## config.mk

```make
export PLATFORM = sky130hd
export DESIGN_NAME = sram_controller_flat
export DESIGN_NICKNAME = d
export VERILOG_FILES = /design/src/rtl/sram_controller_pkg.sv /design/src/rtl/sram_controller_if.sv /design/src/rtl/sram_controller.sv /design/src/flat_wrapper.sv
export SDC_FILE = /design/constraint.sdc
export NUM_CORES = 1
export LEC_CHECK = 0
export CORE_MARGIN = 10
export CORE_UTILIZATION = 47
export CTS_CLUSTER_SIZE = 30
export DETAILED_ROUTE_END_ITERATION = 10
export PLACE_DENSITY = 0.84
export SYNTH_ARGS = -nofsm -noshare
export SYNTH_HDL_FRONTEND = slang
export SYNTH_SLANG_ARGS = --single-unit
```

## constraint.sdc

```tcl
create_clock -name clk -period 4.1 [get_ports clk]
set_input_delay 1.23 -clock clk [delete_from_list [all_inputs] [get_ports clk]]
set_output_delay 1.23 -clock clk [all_outputs]
set_load 0.03 [all_outputs]
```

## src/rtl/sram_controller_pkg.sv

```systemverilog
// Shared types and constants for the 16-bit SRAM controller.
// Imported by the interface and the controller.
package sram_controller_pkg;

    typedef enum logic [1:0] {
        IDLE,
        LOW,
        HIGH,
        DONE
    } state_t;

    localparam int          SRAM_WAIT_DEF = 1;
    localparam logic [31:0] MEM_BASE_DEF  = 32'd1024;
    localparam int          WORD_W        = 17;
    localparam int          HADDR_W       = 18;

endpackage

```

## src/rtl/sram_controller_if.sv

```systemverilog
// Pipeline MEM-stage request bus and SRAM pad signals.
// master = pipeline/pad side, slave = controller.
interface sram_controller_if;
    import sram_controller_pkg::*;

    logic               mem_r_en;
    logic               mem_w_en;
    logic [31:0]        address;
    logic [31:0]        wdata;
    logic [31:0]        rdata;
    logic               ready;
    logic [HADDR_W-1:0] sram_addr;
    logic [15:0]        sram_dq_out;
    logic [15:0]        sram_dq_in;
    logic               sram_dq_oe;
    logic               sram_we_n;

    modport master (
        output mem_r_en, mem_w_en, address, wdata, sram_dq_in,
        input  rdata, ready, sram_addr, sram_dq_out, sram_dq_oe, sram_we_n
    );

    modport slave (
        input  mem_r_en, mem_w_en, address, wdata, sram_dq_in,
        output rdata, ready, sram_addr, sram_dq_out, sram_dq_oe, sram_we_n
    );

endinterface

```

## src/rtl/sram_controller.sv

```systemverilog
// Splits each 32-bit load/store into two 16-bit SRAM accesses.
// ready drops for the whole access so the pipeline freezes.
module sram_controller
    import sram_controller_pkg::*;
#(
    parameter int          SRAM_WAIT = SRAM_WAIT_DEF,
    parameter logic [31:0] MEM_BASE  = MEM_BASE_DEF
) (
    input logic              clk,
    input logic              rst,
    sram_controller_if.slave bus
);

    localparam logic [3:0] LAST = 4'(SRAM_WAIT - 1);

    state_t             state, state_d;
    logic [3:0]         cnt, cnt_d;
    logic               op_wr, op_wr_d;
    logic [31:0]        addr_q, addr_d;
    logic [31:0]        wdata_q, wdata_d;
    logic [31:0]        rdata_q, rdata_d;
    logic [HADDR_W-1:0] saddr_q, saddr_d;
    logic [15:0]        dq_q, dq_d;
    logic               oe_q, oe_d;
    logic               we_n_q, we_n_d;
    logic [31:0]        eff;
    logic [WORD_W-1:0]  word;
    logic               req;
    logic               last;
    logic               unused_eff;

    assign req  = bus.mem_r_en | bus.mem_w_en;
    assign last = (cnt == LAST);

    // Sequencing of the two halves plus request and read-data capture
    always_comb begin
        state_d = state;
        cnt_d   = cnt + 4'd1;
        op_wr_d = op_wr;
        addr_d  = addr_q;
        wdata_d = wdata_q;
        rdata_d = rdata_q;
        unique case (state)
            IDLE: begin
                cnt_d = '0;
                if (req) begin
                    state_d = LOW;
                    op_wr_d = bus.mem_w_en;
                    addr_d  = bus.address;
                    wdata_d = bus.wdata;
                end
            end
            LOW: begin
                if (last) begin
                    state_d = HIGH;
                    cnt_d   = '0;
                    if (!op_wr) rdata_d[15:0] = bus.sram_dq_in;
                end
            end
            HIGH: begin
                if (last) begin
                    state_d = DONE;
                    cnt_d   = '0;
                    if (!op_wr) rdata_d[31:16] = bus.sram_dq_in;
                end
            end
            DONE: begin
                state_d = IDLE;
                cnt_d   = '0;
            end
            default: begin
                state_d = IDLE;
                cnt_d   = '0;
            end
        endcase
    end

    // Low 2 bits select the byte; bits above 18 fall off so the index wraps
    assign eff        = addr_d - MEM_BASE;
    assign word       = eff[18:2];
    assign unused_eff = ^{eff[31:19], eff[1:0]};

    // Pad values for the coming cycle; address and data hold when idle
    always_comb begin
        saddr_d = saddr_q;
        dq_d    = dq_q;
        oe_d    = 1'b0;
        we_n_d  = 1'b1;
        if (state_d == LOW || state_d == HIGH) begin
            saddr_d = {word, state_d == HIGH};
            if (op_wr_d) begin
                oe_d   = 1'b1;
                we_n_d = 1'b0;
                dq_d   = (state_d == HIGH) ? wdata_d[31:16]
                                           : wdata_d[15:0];
            end
        end
    end

    // State and registered pad outputs; reset aborts any access
    always_ff @(posedge clk) begin
        if (rst) begin
            state   <= IDLE;
            cnt     <= '0;
            op_wr   <= 1'b0;
            addr_q  <= '0;
            wdata_q <= '0;
            rdata_q <= '0;
            saddr_q <= '0;
            dq_q    <= '0;
            oe_q    <= 1'b0;
            we_n_q  <= 1'b1;
        end else begin
            state   <= state_d;
            cnt     <= cnt_d;
            op_wr   <= op_wr_d;
            addr_q  <= addr_d;
            wdata_q <= wdata_d;
            rdata_q <= rdata_d;
            saddr_q <= saddr_d;
            dq_q    <= dq_d;
            oe_q    <= oe_d;
            we_n_q  <= we_n_d;
        end
    end

    assign bus.ready       = (state == DONE) || (state == IDLE && !req);
    assign bus.rdata       = rdata_q;
    assign bus.sram_addr   = saddr_q;
    assign bus.sram_dq_out = dq_q;
    assign bus.sram_dq_oe  = oe_q;
    assign bus.sram_we_n   = we_n_q;

endmodule

```

## src/flat_wrapper.sv

```systemverilog
// flat-port wrapper written by rule: the top's interface ports become plain ports
module sram_controller_flat import sram_controller_pkg::*;
#(
    parameter int          SRAM_WAIT = SRAM_WAIT_DEF,
    parameter logic [31:0] MEM_BASE  = MEM_BASE_DEF
)
  (clk, rst, bus_mem_r_en, bus_mem_w_en, bus_address, bus_wdata, bus_sram_dq_in, bus_rdata, bus_ready, bus_sram_addr, bus_sram_dq_out, bus_sram_dq_oe, bus_sram_we_n);
  sram_controller_if bus_i ();
  input logic clk;
  input logic rst;
  input wire logic [$bits(bus_i.mem_r_en)-1:0] bus_mem_r_en;
  input wire logic [$bits(bus_i.mem_w_en)-1:0] bus_mem_w_en;
  input wire logic [$bits(bus_i.address)-1:0] bus_address;
  input wire logic [$bits(bus_i.wdata)-1:0] bus_wdata;
  input wire logic [$bits(bus_i.sram_dq_in)-1:0] bus_sram_dq_in;
  output wire logic [$bits(bus_i.rdata)-1:0] bus_rdata;
  output wire logic [$bits(bus_i.ready)-1:0] bus_ready;
  output wire logic [$bits(bus_i.sram_addr)-1:0] bus_sram_addr;
  output wire logic [$bits(bus_i.sram_dq_out)-1:0] bus_sram_dq_out;
  output wire logic [$bits(bus_i.sram_dq_oe)-1:0] bus_sram_dq_oe;
  output wire logic [$bits(bus_i.sram_we_n)-1:0] bus_sram_we_n;
  assign bus_i.mem_r_en = bus_mem_r_en;
  assign bus_i.mem_w_en = bus_mem_w_en;
  assign bus_i.address = bus_address;
  assign bus_i.wdata = bus_wdata;
  assign bus_i.sram_dq_in = bus_sram_dq_in;
  assign bus_rdata = bus_i.rdata;
  assign bus_ready = bus_i.ready;
  assign bus_sram_addr = bus_i.sram_addr;
  assign bus_sram_dq_out = bus_i.sram_dq_out;
  assign bus_sram_dq_oe = bus_i.sram_dq_oe;
  assign bus_sram_we_n = bus_i.sram_we_n;
  sram_controller #(.SRAM_WAIT(SRAM_WAIT), .MEM_BASE(MEM_BASE)) u_core (.clk(clk), .rst(rst), .bus(bus_i));
endmodule
```

# After elaboration in Yosys (flattened, before gate mapping)
# Index checks and enable logic that the tools add are counted.
op_classes:
  n_addsub: 2
  n_eq_ne: 5
  mux: 15
  bitwise_logic: 3
  reduce_logical: 12
ops:
  columns: ["cell", "count"]
  rows:
  - ["32-bit 2-to-1 mux", 4]
  - ["19-bit by 11-bit subtractor with 19-bit output (second input constant)", 1]
  - ["16-bit 2-to-1 mux", 1]
  - ["2-bit one-hot mux with 4 select lines", 1]
  - ["4-bit one-hot mux with 2 select lines", 1]
  - ["2-bit == test (second input constant)", 3]
  - ["2-bit 2-to-1 mux", 3]
  - ["3-bit AND reduction", 2]
  - ["2-bit OR reduction", 3]
  - ["4-bit by 1-bit adder with 4-bit output (second input constant)", 1]
  - ["2-bit by 1-bit == test with 1-bit output (second input constant)", 2]
  - ["4-bit logical NOT", 1]
  - ["1-bit 2-to-1 mux", 4]
  - ["4-bit 2-to-1 mux", 1]
  - ["2-bit logical NOT", 1]
  - ["1-bit logical OR", 2]
  - ["1-bit NOT", 2]
  - ["2-bit AND reduction", 1]
  - ["1-bit logical AND", 1]
  - ["1-bit logical NOT", 1]
  - ["1-bit bitwise OR", 1]
totals:
  regBits: 139
  inputBits: 84
  output_inout_bits: 69
  wordCells: 48

# Depth between registers and ports, before layout
# Gate-level depths: netlist of run 1.
depth:
  depth_word: 7
  depth_mapped: 12
  depth_no_buf: 10

# Worst setup path after synthesis of run 1
# No wires, ideal clock.
synth_timing:
  path_kind: "input port to output port"
  start: "in bus_mem_w_en"
  end: "out bus_ready"
  arrival_time_ns: 2.285
  path_slack_ns: 0.585
  cell_stages: 3
  n_path_buf: 1
  cell_sequence: "or2_1 clkbuf_1 o21ai_0"
synth_between:
  elab_chain_len: 4
synth_rtl:
  columns: ["element", "line_no", "rtl"]
  rows:
  - ["start: declaration", "flat_wrapper.sv:12", "input wire logic [$bits(bus_i.mem_w_en)-1:0] bus_mem_w_en;"]
  - ["1-bit bitwise OR", "sram_controller.sv:32", "assign req = bus.mem_r_en | bus.mem_w_en;"]
  - ["1-bit logical NOT", "sram_controller.sv:127", "assign bus.ready = (state == DONE) || (state == IDLE && !req);"]
  - ["1-bit logical AND", "sram_controller.sv:127", null]
  - ["1-bit logical OR", "sram_controller.sv:127", null]
  - ["end: declaration", "flat_wrapper.sv:17", "output wire logic [$bits(bus_i.ready)-1:0] bus_ready;"]
# No other way between the ends.

# Final worst setup path of run 1
# Same ends and word-level chain as after synthesis.

==> results of run 1 <==
## layout make-up
cell class | count | share of cell area [%]
Clock buffer | 21 | 6.366
Clock inverter | 9 | 1.702
Multi-Input combinational cell | 401 | 33.85
Tap cell | 136 | 2.412
Inverter | 5 | 0.2660
Sequential cell | 124 | 35.18
Timing Repair Buffer | 145 | 20.22
## worst max-delay path: stages
cell             delay (ps)
clkdlybuf4s50_1         480
or2_1                   340
o21ai_0                 270
buf_4                   220
## final timing paths
path / endpoint / slack, ps / cells past startpoint
worst min register to register: u_core.wdata_q[26]$_SDFF_PP0_ / 450 / 2
worst min-delay path: u_core.wdata_q[26]$_SDFF_PP0_ / 450 / 2
worst max register to register: u_core.bus.sram_dq_out[8]$_SDFFE_PP0P_ / 1180 / 9
worst max-delay path: bus_ready / 330 / 4
## synth_stat cells, drive strengths merged
cell type / instances
o21a: 3
nand2: 152
and4: 1
or3: 5
nand2b: 5
mux2i: 11
a21boi: 2
or2: 3
a22o: 14
a41oi: 1
clkbuf: 25
a2111oi: 1
a211o: 1
o21ai: 7
nor3: 10
a31oi: 2
or3b: 2
and3: 1
and2: 2
a211oi: 8
nor3b: 5
nor4: 2
ha: 4
dfxtp: 124
buf: 16
a21o: 3
o31ai: 2
xor2: 3
nand3: 5
xnor2: 1
a22oi: 1
nand4: 2
mux4: 16
o211ai: 1
nor2b: 1
a21oi: 79
inv: 5
or4: 5
nand3b: 1
o32ai: 3
nor2: 36
## where the power goes
group	internal, mW	switching [mW]
combinational	0.475	0.653
sequential	1.36	0.0889
clock	0.944	0.507
## flip-flops by register name (all words and copies together) (netlist names)
signal	count
u_core.bus.sram_addr	18
u_core.state	2
u_core.bus.rdata	32
u_core.bus.sram_dq_out	16
u_core.op_wr	1
u_core.wdata_q	32
u_core.cnt	4
u_core.addr_q	17
u_core.bus.sram_we_n	1
u_core.bus.sram_dq_oe	1
## through the flow
stage | utilization (%) | total power, mW | setup WS [ps]
after floorplan | - | 2.189 | 585.4
after global placement | 62.27 | 2.566 | 385.7
after detailed placement | 62.27 | 2.602 | 309.5
after CTS | 67.74 | 4.057 | 364.9
after global routing | 67.74 | 4.208 | 277.7
final | 67.74 | 4.031 | 327.7
## cell families (layout without fill, tap and decap cells)
family | Yosys count | in the layout | share of synthesized area (%)
adder cells (fa/ha/maj) | 4 | 4 | 0.9848
multiplexers | 27 | 27 | 9.257
XOR/XNOR | 4 | 4 | 0.6894
AO/OA/AOI/OAI | 128 | 128 | 15.12
flip-flops | 124 | 124 | 48.84
AND/OR/NAND/NOR | 238 | 238 | 20.95
buffers and inverters | 46 | 180 | 4.160
## per-layer routing
metal	GRT usage, %	up-vias
met4	7.050	0
met1	21.34	2214
met2	33.15	130
met3	5.973	18
met5	0	-
li1	-	2219
## cell usage in the layout (no fill, tap or decap), types with 3 or more instances in the layout
| cell type | instances |
|---|---|
| a211oi_1 | 8 |
| a21o_1 | 3 |
| a21oi_1 | 79 |
| a22o_1 | 14 |
| buf_4 | 10 |
| bufinv_16 | 3 |
| clkbuf_16 | 16 |
| clkbuf_8 | 3 |
| clkdlybuf4s50_1 | 135 |
| clkinv_2 | 6 |
| dfxtp_1 | 124 |
| ha_1 | 4 |
| inv_1 | 5 |
| mux2i_1 | 11 |
| mux4_2 | 16 |
| nand2_1 | 151 |
| nand2b_1 | 5 |
| nand3_1 | 5 |
| nor2_1 | 33 |
| nor3_1 | 7 |
| nor3_2 | 3 |
| nor3b_1 | 5 |
| o21a_1 | 3 |
| o21ai_0 | 7 |
| o32ai_1 | 3 |
| or3_1 | 4 |
| or4_1 | 4 |
| xor2_1 | 3 |
==> run metrics, run 1 <==
drt drc=0; CP Launch Type=input pin; first-pass GRT wire length=23,050 µm; routability-driven placement congestion ratio=around 0.84; Post-DRT Antenna Nets=0; vias in the first global route=4,608; Die ar.=15,370 µm²; leakage=roughly 2.7 nW; die extent in y=around 120 µm; area occupied by multi-input gates=roughly 2400 µm²; Pre-antenna DRT Iters=5; crit-path max FO=5; final period utilization=92.01%; largest net degree at the start of global routing=68; synthesized instance count=about 570; Initial Utilization=slightly below 50%; worst-margin pin slew=approximately 1200 ps; reg2reg start=u_core.cnt[0]$_SDFF_PP0_; Detail Route met2 WL=7811 µm; cell taking the most area after synthesis=dfxtp_1; DR iter-0 viols=between 300 and 400; total track usage=19.00%; #FFs+latches synth=around 120; Core ar.=10,420 µm²; crit end category=output pin; dpl hpwl=10,320 µm; Remaining Overflow, GRT=0; Reg area=about 2500 µm²; top routing layer in use=met4; setup bufs post-CTS=0; Final setup viols=0; Num CTS Buffers=17; antenna cells=0; RSZ-0062 raised after global routing=no; Yosys cell types=51; peak supply drop=~0.3 mV; antenna violations before repair=0; post-DR vias/cell=5.447; power density cells=~570 nW/µm²; CP required=2870 ps; status=complete, no violations; Port Buf Inserts=approximately 140; Hold Path Origin=u_core.wdata_q[26]$_SDFF_PP0_; IO Pins=~150; Layout area overhead=38.82%; Final nets=roughly 780; # placed instances=811; fmax=~270 MHz; Period minus WS final=between 3000 and 4000 ps; worst hold slack=451.5 ps; clock slew at reported path FFs=50 ps; sequential share of the synthesized area=roughly half; crit path from=bus_mem_w_en; syn avg cell area=about 8.9 µm²; DR WL met3=roughly 880 µm; Pins Over Slew Limit=0; clock tree from TritonCTS=done; Sink Count=124; max_cap viols=0; TNS Setup=0 ps; Clock Root Buffer=clkbuf_8; headroom to the max-slew limit=20.96%; Fin. Hold Viols=0; Ys Warns=0; Mapped Area=roughly 5100 µm²; Fill cells=roughly 820; PostCTS Resize Cnt=0; Worst-Skew Late Latency=520 ps; layout cell share with drive strength beyond 1=a little under a tenth; Hold WC Path Type=reg -> reg; Synth top area share=approximately 49%; routed len/inst=17.35 µm; CTS Hold Bufs=0; Die W=around 120 µm; Setup Skew=roughly 6.5 ps; CP Class=in -> out; Net Count, Synth=about 660; Design Area, Final=between 7000 and 8000 µm²; synth top area cells=dfxtp_1 49%, nand2_1 11%, a21oi_1 7.8%, mux4_2 7.1%, nor2_1 2.4%; Layout Cells excl Fill=around 840; num rows=37; met1 wire length=between 5000 and 6000 µm; htree depth=4; maximum buffer depth of the clock tree=2; via count=around 4.6k; Total Wirelength=between 10,000 and 15,000 µm; critical path data arrival time=2540 ps; DP Area=roughly 6500 µm²
(Power assumes the default switching activity.)
==> run 2, diff against run 1 <==
CORE_UTILIZATION = 56   (was 47)
DONT_BUFFER_PORTS = 1   (was not set)
PLACE_DENSITY = 0.75   (was 0.84)
SETUP_SLACK_MARGIN = 0.02   (was not set)
SLEW_MARGIN = 20   (was not set)
==> run metrics, run 2 (synthesis gave the netlist of run 1 again) <==
slowest cell on the critical path=or2_1; Fill cells=~720; fmax=around 310 MHz; Setup Skew=a little under 8 ps; Bufs and invs on worst path=1; Remaining Overflow, GRT=0; Post-DRT Antenna Nets=0; PostCTS Resize Cnt=0; total power=approximately 3.8 mW; IO Pins=153; headroom to the max-slew limit=35.06%; TNS Setup=0 ps; worst hold slack=~450 ps; Fin. Hold Viols=0; Worst-Skew Late Latency=approximately 500 ps; Layout area overhead=11.69%; Port Buf Inserts=0; CP Class=in -> out; Pre-antenna DRT Iters=5; via count=3,928; Clock Root Buffer=clkbuf_8; dpl hpwl=8628 µm; CP cell instances=or2_1 -> o21ai_0 -> buf_4; Die ar.=roughly 13,000 µm²; post-DR vias/cell=a little under 6; peak supply drop=0.3853 mV; worst-margin pin slew=968.9 ps; die extent in y=115.3 µm; CP Launch Type=input pin; CTS Hold Bufs=0; Period minus WS final=~3200 ps; Final setup viols=0; Reg area=2482 µm²; Pins Over Slew Limit=0; maximum buffer depth of the clock tree=2; Core ar.=8763 µm²; critical path data arrival time=~2000 ps; DR iter-0 viols=~330; Die W=115.3 µm; most frequent cells in the layout=151 x nand2_1, 124 x dfxtp_1, 79 x a21oi_1; status=complete, no violations; RSZ-0062 raised after global routing=no; routability-driven placement congestion ratio=slightly below 0.8; leakage=between 2 and 2.5 nW; Final nets=645; antenna cells=0; first-pass GRT wire length=about 20,000 µm; CP peak stage delay=between 200 and 300 ps; largest delay contributor family on the critical path=simple AND/OR/NAND/NOR gates; final period utilization=between 70% and 80%; Sink Count=roughly 120; clock tree from TritonCTS=done; vias in the first global route=a little under 4k; power density cells=approximately 670 nW/µm²; max_cap viols=0; antenna violations before repair=0; drt drc=0; Hold WC Path Type=reg -> reg; Num CTS Buffers=17; crit end category=output pin; largest net degree at the start of global routing=110; Total Wirelength=roughly 12,000 µm; clock slew at reported path FFs=~50 ps; htree depth=4; Initial Utilization=between 50% and 60%; area occupied by multi-input gates=~2400 µm²; total track usage=between 10% and 20%; routed len/inst=~18 µm; num rows=34; CP required=about 2900 ps; layout cell share with drive strength beyond 1=a little over a tenth; crit-path max FO=5; setup bufs post-CTS=0; commonest non-fill, non-tap cell in the layout=nand2_1
-- run 2: changes by cell type in the layout (fill, tap and decap cells not counted), sizes merged --
cell,delta
clkinvlp,+1
bufinv,+1
clkdlybuf4s50,-135
buf,-2
clkinv,-3
-- run 2: metal layers --
layer  wire length (µm)  track usage, %  vias to the layer above
li1                   -               -                     1938
met4                152           6.931                        0
met2               6266           30.48                      128
met1               4683           21.22                     1849
met3               1135           6.823                       13
met5                  0               0                        -
-- run 2: area by class of cell --
| cell class | count | share of cell area [%] |
|---|---|---|
| repair buffers | 8 | 1.058 |
| clock inverters | 8 | 2.513 |
| flip-flops and latches | 124 | 43.73 |
| clock buffers | 21 | 7.913 |
| inverters | 5 | 0.3306 |
| well taps | 108 | 2.380 |
| multi-input cells | 401 | 42.08 |
-- run 2: path summary, 6_finish.rpt --
| path | startpoint | to | slack, ps | depth (start not counted) |
|---|---|---|---|---|
| worst max-delay path | bus_mem_w_en | bus_ready | 900 | 3 |
| worst min-delay path | u_core.wdata_q[8]$_SDFF_PP0_ | u_core.wdata_q[8]$_SDFF_PP0_ | 450 | 2 |
| worst max register to register | u_core.cnt[0]$_SDFF_PP0_ | u_core.bus.sram_addr[11]$_SDFFE_PP0P_ | 1370 | 10 |
| worst min register to register | u_core.wdata_q[8]$_SDFF_PP0_ | u_core.wdata_q[8]$_SDFF_PP0_ | 450 | 2 |
-- run 2: tightest hold or removal path, cell delays in order, from the launching register on --
cell and delay [ps]:
dfxtp_1 300, nand2_1 50, a21oi_1 50
-- run 2: power breakdown --
| part | internal, mW | switching [mW] |
|---|---|---|
| clock | 1.01 | 0.490 |
| sequential | 1.36 | 0.309 |
| combinational | 0.262 | 0.353 |
| total | 2.63 | 1.15 |
-- run 2: stage by stage --
stage	setup WS (ps)	utilization [%]	instances	cell area, µm²
CTS	904.2	64.78	675	5677
detailed placement	884.2	58.02	646	5085
global route	836.2	64.78	675	5677
finish	898.4	64.78	675	5677
floorplan	585.4	-	571	5082
global placement	960.4	58.02	646	5085
==> run 3, diff against run 2 <==
clock period = 3.4 ns   (was 4.1 ns; I/O delays follow)
==> run metrics, run 3 (synthesis gave the netlist of run 1 again) <==
worst hold slack=~450 ps; Core ar.=8763 µm²; Hold WC Path Type=reg -> reg; DR iter-0 viols=415; worst-margin pin slew=967.2 ps; TNS Setup=0 ps; switching share of power=between 30% and 40%; Worst R2R Setup Slack=770 ps; Clock Root Buffer=clkbuf_8; antenna violations before repair=0; maximum buffer depth of the clock tree=2; Remaining Overflow, GRT=0; Combinational Power Share=about 17%; pre-CTS WS=about 460 ps; post-DR vias/cell=around 5.8; htree depth=4; dpl hpwl=roughly 9000 µm; Reg area=~2500 µm²; Period minus WS final=around 2800 ps; CTS Hold Bufs=0; Layout area overhead=11.60%; Total Wirelength=~13,000 µm; Worst-Skew Late Latency=around 490 ps; clock tree from TritonCTS=done; Hold Path Origin=u_core.wdata_q[24]$_SDFF_PP0_; internal power=roughly 3.0 mW; antenna cells=0; Clock power frac=about two fifths; Final setup viols=0; Fill cells=approximately 760; critical path data arrival time=~1700 ps; leakage=2.135 nW; Post-DRT Antenna Nets=0; peak supply drop=between 0.4 and 0.5 mV; largest net degree at the start of global routing=110; Setup Skew=6.997 ps; Sink Count=between 100 and 150; fmax=between 300 and 400 MHz; status=complete, no violations; setup bufs post-CTS=0; crit-path max FO=5; Die W=approximately 120 µm; most frequent cells in the layout=151 x nand2_1, 124 x dfxtp_1, 78 x a21oi_1; clock slew at reported path FFs=~60 ps; Initial Utilization=between 50% and 60%; commonest non-fill, non-tap cell in the layout=nand2_1; CP Class=in -> out; power density cells=~790 nW/µm²; RSZ-0062 raised after global routing=no; crit path from=bus_mem_w_en; Final nets=approximately 650; routability-driven placement congestion ratio=between 0.7 and 0.8; die extent in y=115.3 µm; drt drc=0; IO Pins=about 150; Psw=around 1.5 mW; via count=just under 4k; Fin. Hold Viols=0; Final Worst Setup Slack=about 640 ps; first-pass GRT wire length=20,210 µm; crit end category=output pin; num rows=34; Die ar.=13,290 µm²; PostCTS Resize Cnt=0; max_cap viols=0; Port Buf Inserts=0; layout cell share with drive strength beyond 1=about an eighth; Num CTS Buffers=17; final period utilization=between 80% and 90%; total track usage=a little under a fifth; vias in the first global route=roughly 4k; reg2reg start=u_core.cnt[0]$_SDFF_PP0_; CP required=roughly 2400 ps; Pins Over Slew Limit=0; area occupied by multi-input gates=about 2400 µm²; Pre-antenna DRT Iters=4; CP Launch Type=input pin; routed len/inst=about 19 µm; part of the power in registers=about 45%; headroom to the max-slew limit=approximately a third
## run 3: cell types whose count changed in the layout (fill, tap and decap cells not counted)
cell / before / now
a21oi_2: 0 / 1
clkinv_2: 3 / 2
clkinv_4: 0 / 1
a21oi_1: 79 / 78
clkinvlp_4: 1 / 6
bufinv_16: 4 / 2
clkbuf_1: 2 / 0
inv_6: 0 / 2
## run 3: layer usage
metal	vias to the layer above	GRT usage [%]	wire [µm]
met1	1824	21.29	4605
li1	1944	-	-
met2	129	31.72	6613
met5	-	0	0
met3	13	7.917	1204
met4	0	5.611	150
## run 3: cell type report
type | instances | area share [%]
sequential | 124 | 43.77
clock buffer | 19 | 7.787
multi-input combinational | 401 | 42.18
clock inverter | 13 | 2.493
timing repair buffer | 8 | 1.059
inverter | 5 | 0.3309
tap | 108 | 2.383
## run 3: worst max-delay path: stages
cell	delay, ps
or2_1	290
o21ai_0	220
buf_4	200
## run 3: final timing paths
| path | to | cells after the start |
|---|---|---|
| max | bus_ready | 3 |
| min | u_core.wdata_q[24]$_SDFF_PP0_ | 2 |
| max reg2reg | u_core.bus.sram_addr[11]$_SDFFE_PP0P_ | 10 |
| min reg2reg | u_core.wdata_q[24]$_SDFF_PP0_ | 2 |
## run 3: power by group through the flow
stage	registers [mW]	logic (mW)	clock network [mW]
2_1_floorplan	2.00	0.642	0
3_3_place_gp	2.05	0.716	0
3_5_place_dp	2.05	0.743	0
4_1_cts	2.02	0.751	1.77
5_1_grt	2.04	0.842	1.83
6_report	2.02	0.745	1.73
## run 3: per-stage QoR
step | total power [mW] | instances | instance area [µm²] | util (%)
after detailed placement | 2.797 | 646 | 5089 | 58.07
after floorplan | 2.639 | 571 | 5082 | -
after global routing | 4.720 | 678 | 5672 | 64.72
after CTS | 4.549 | 678 | 5672 | 64.72
final | 4.497 | 678 | 5672 | 64.72
after global placement | 2.762 | 646 | 5085 | 58.02
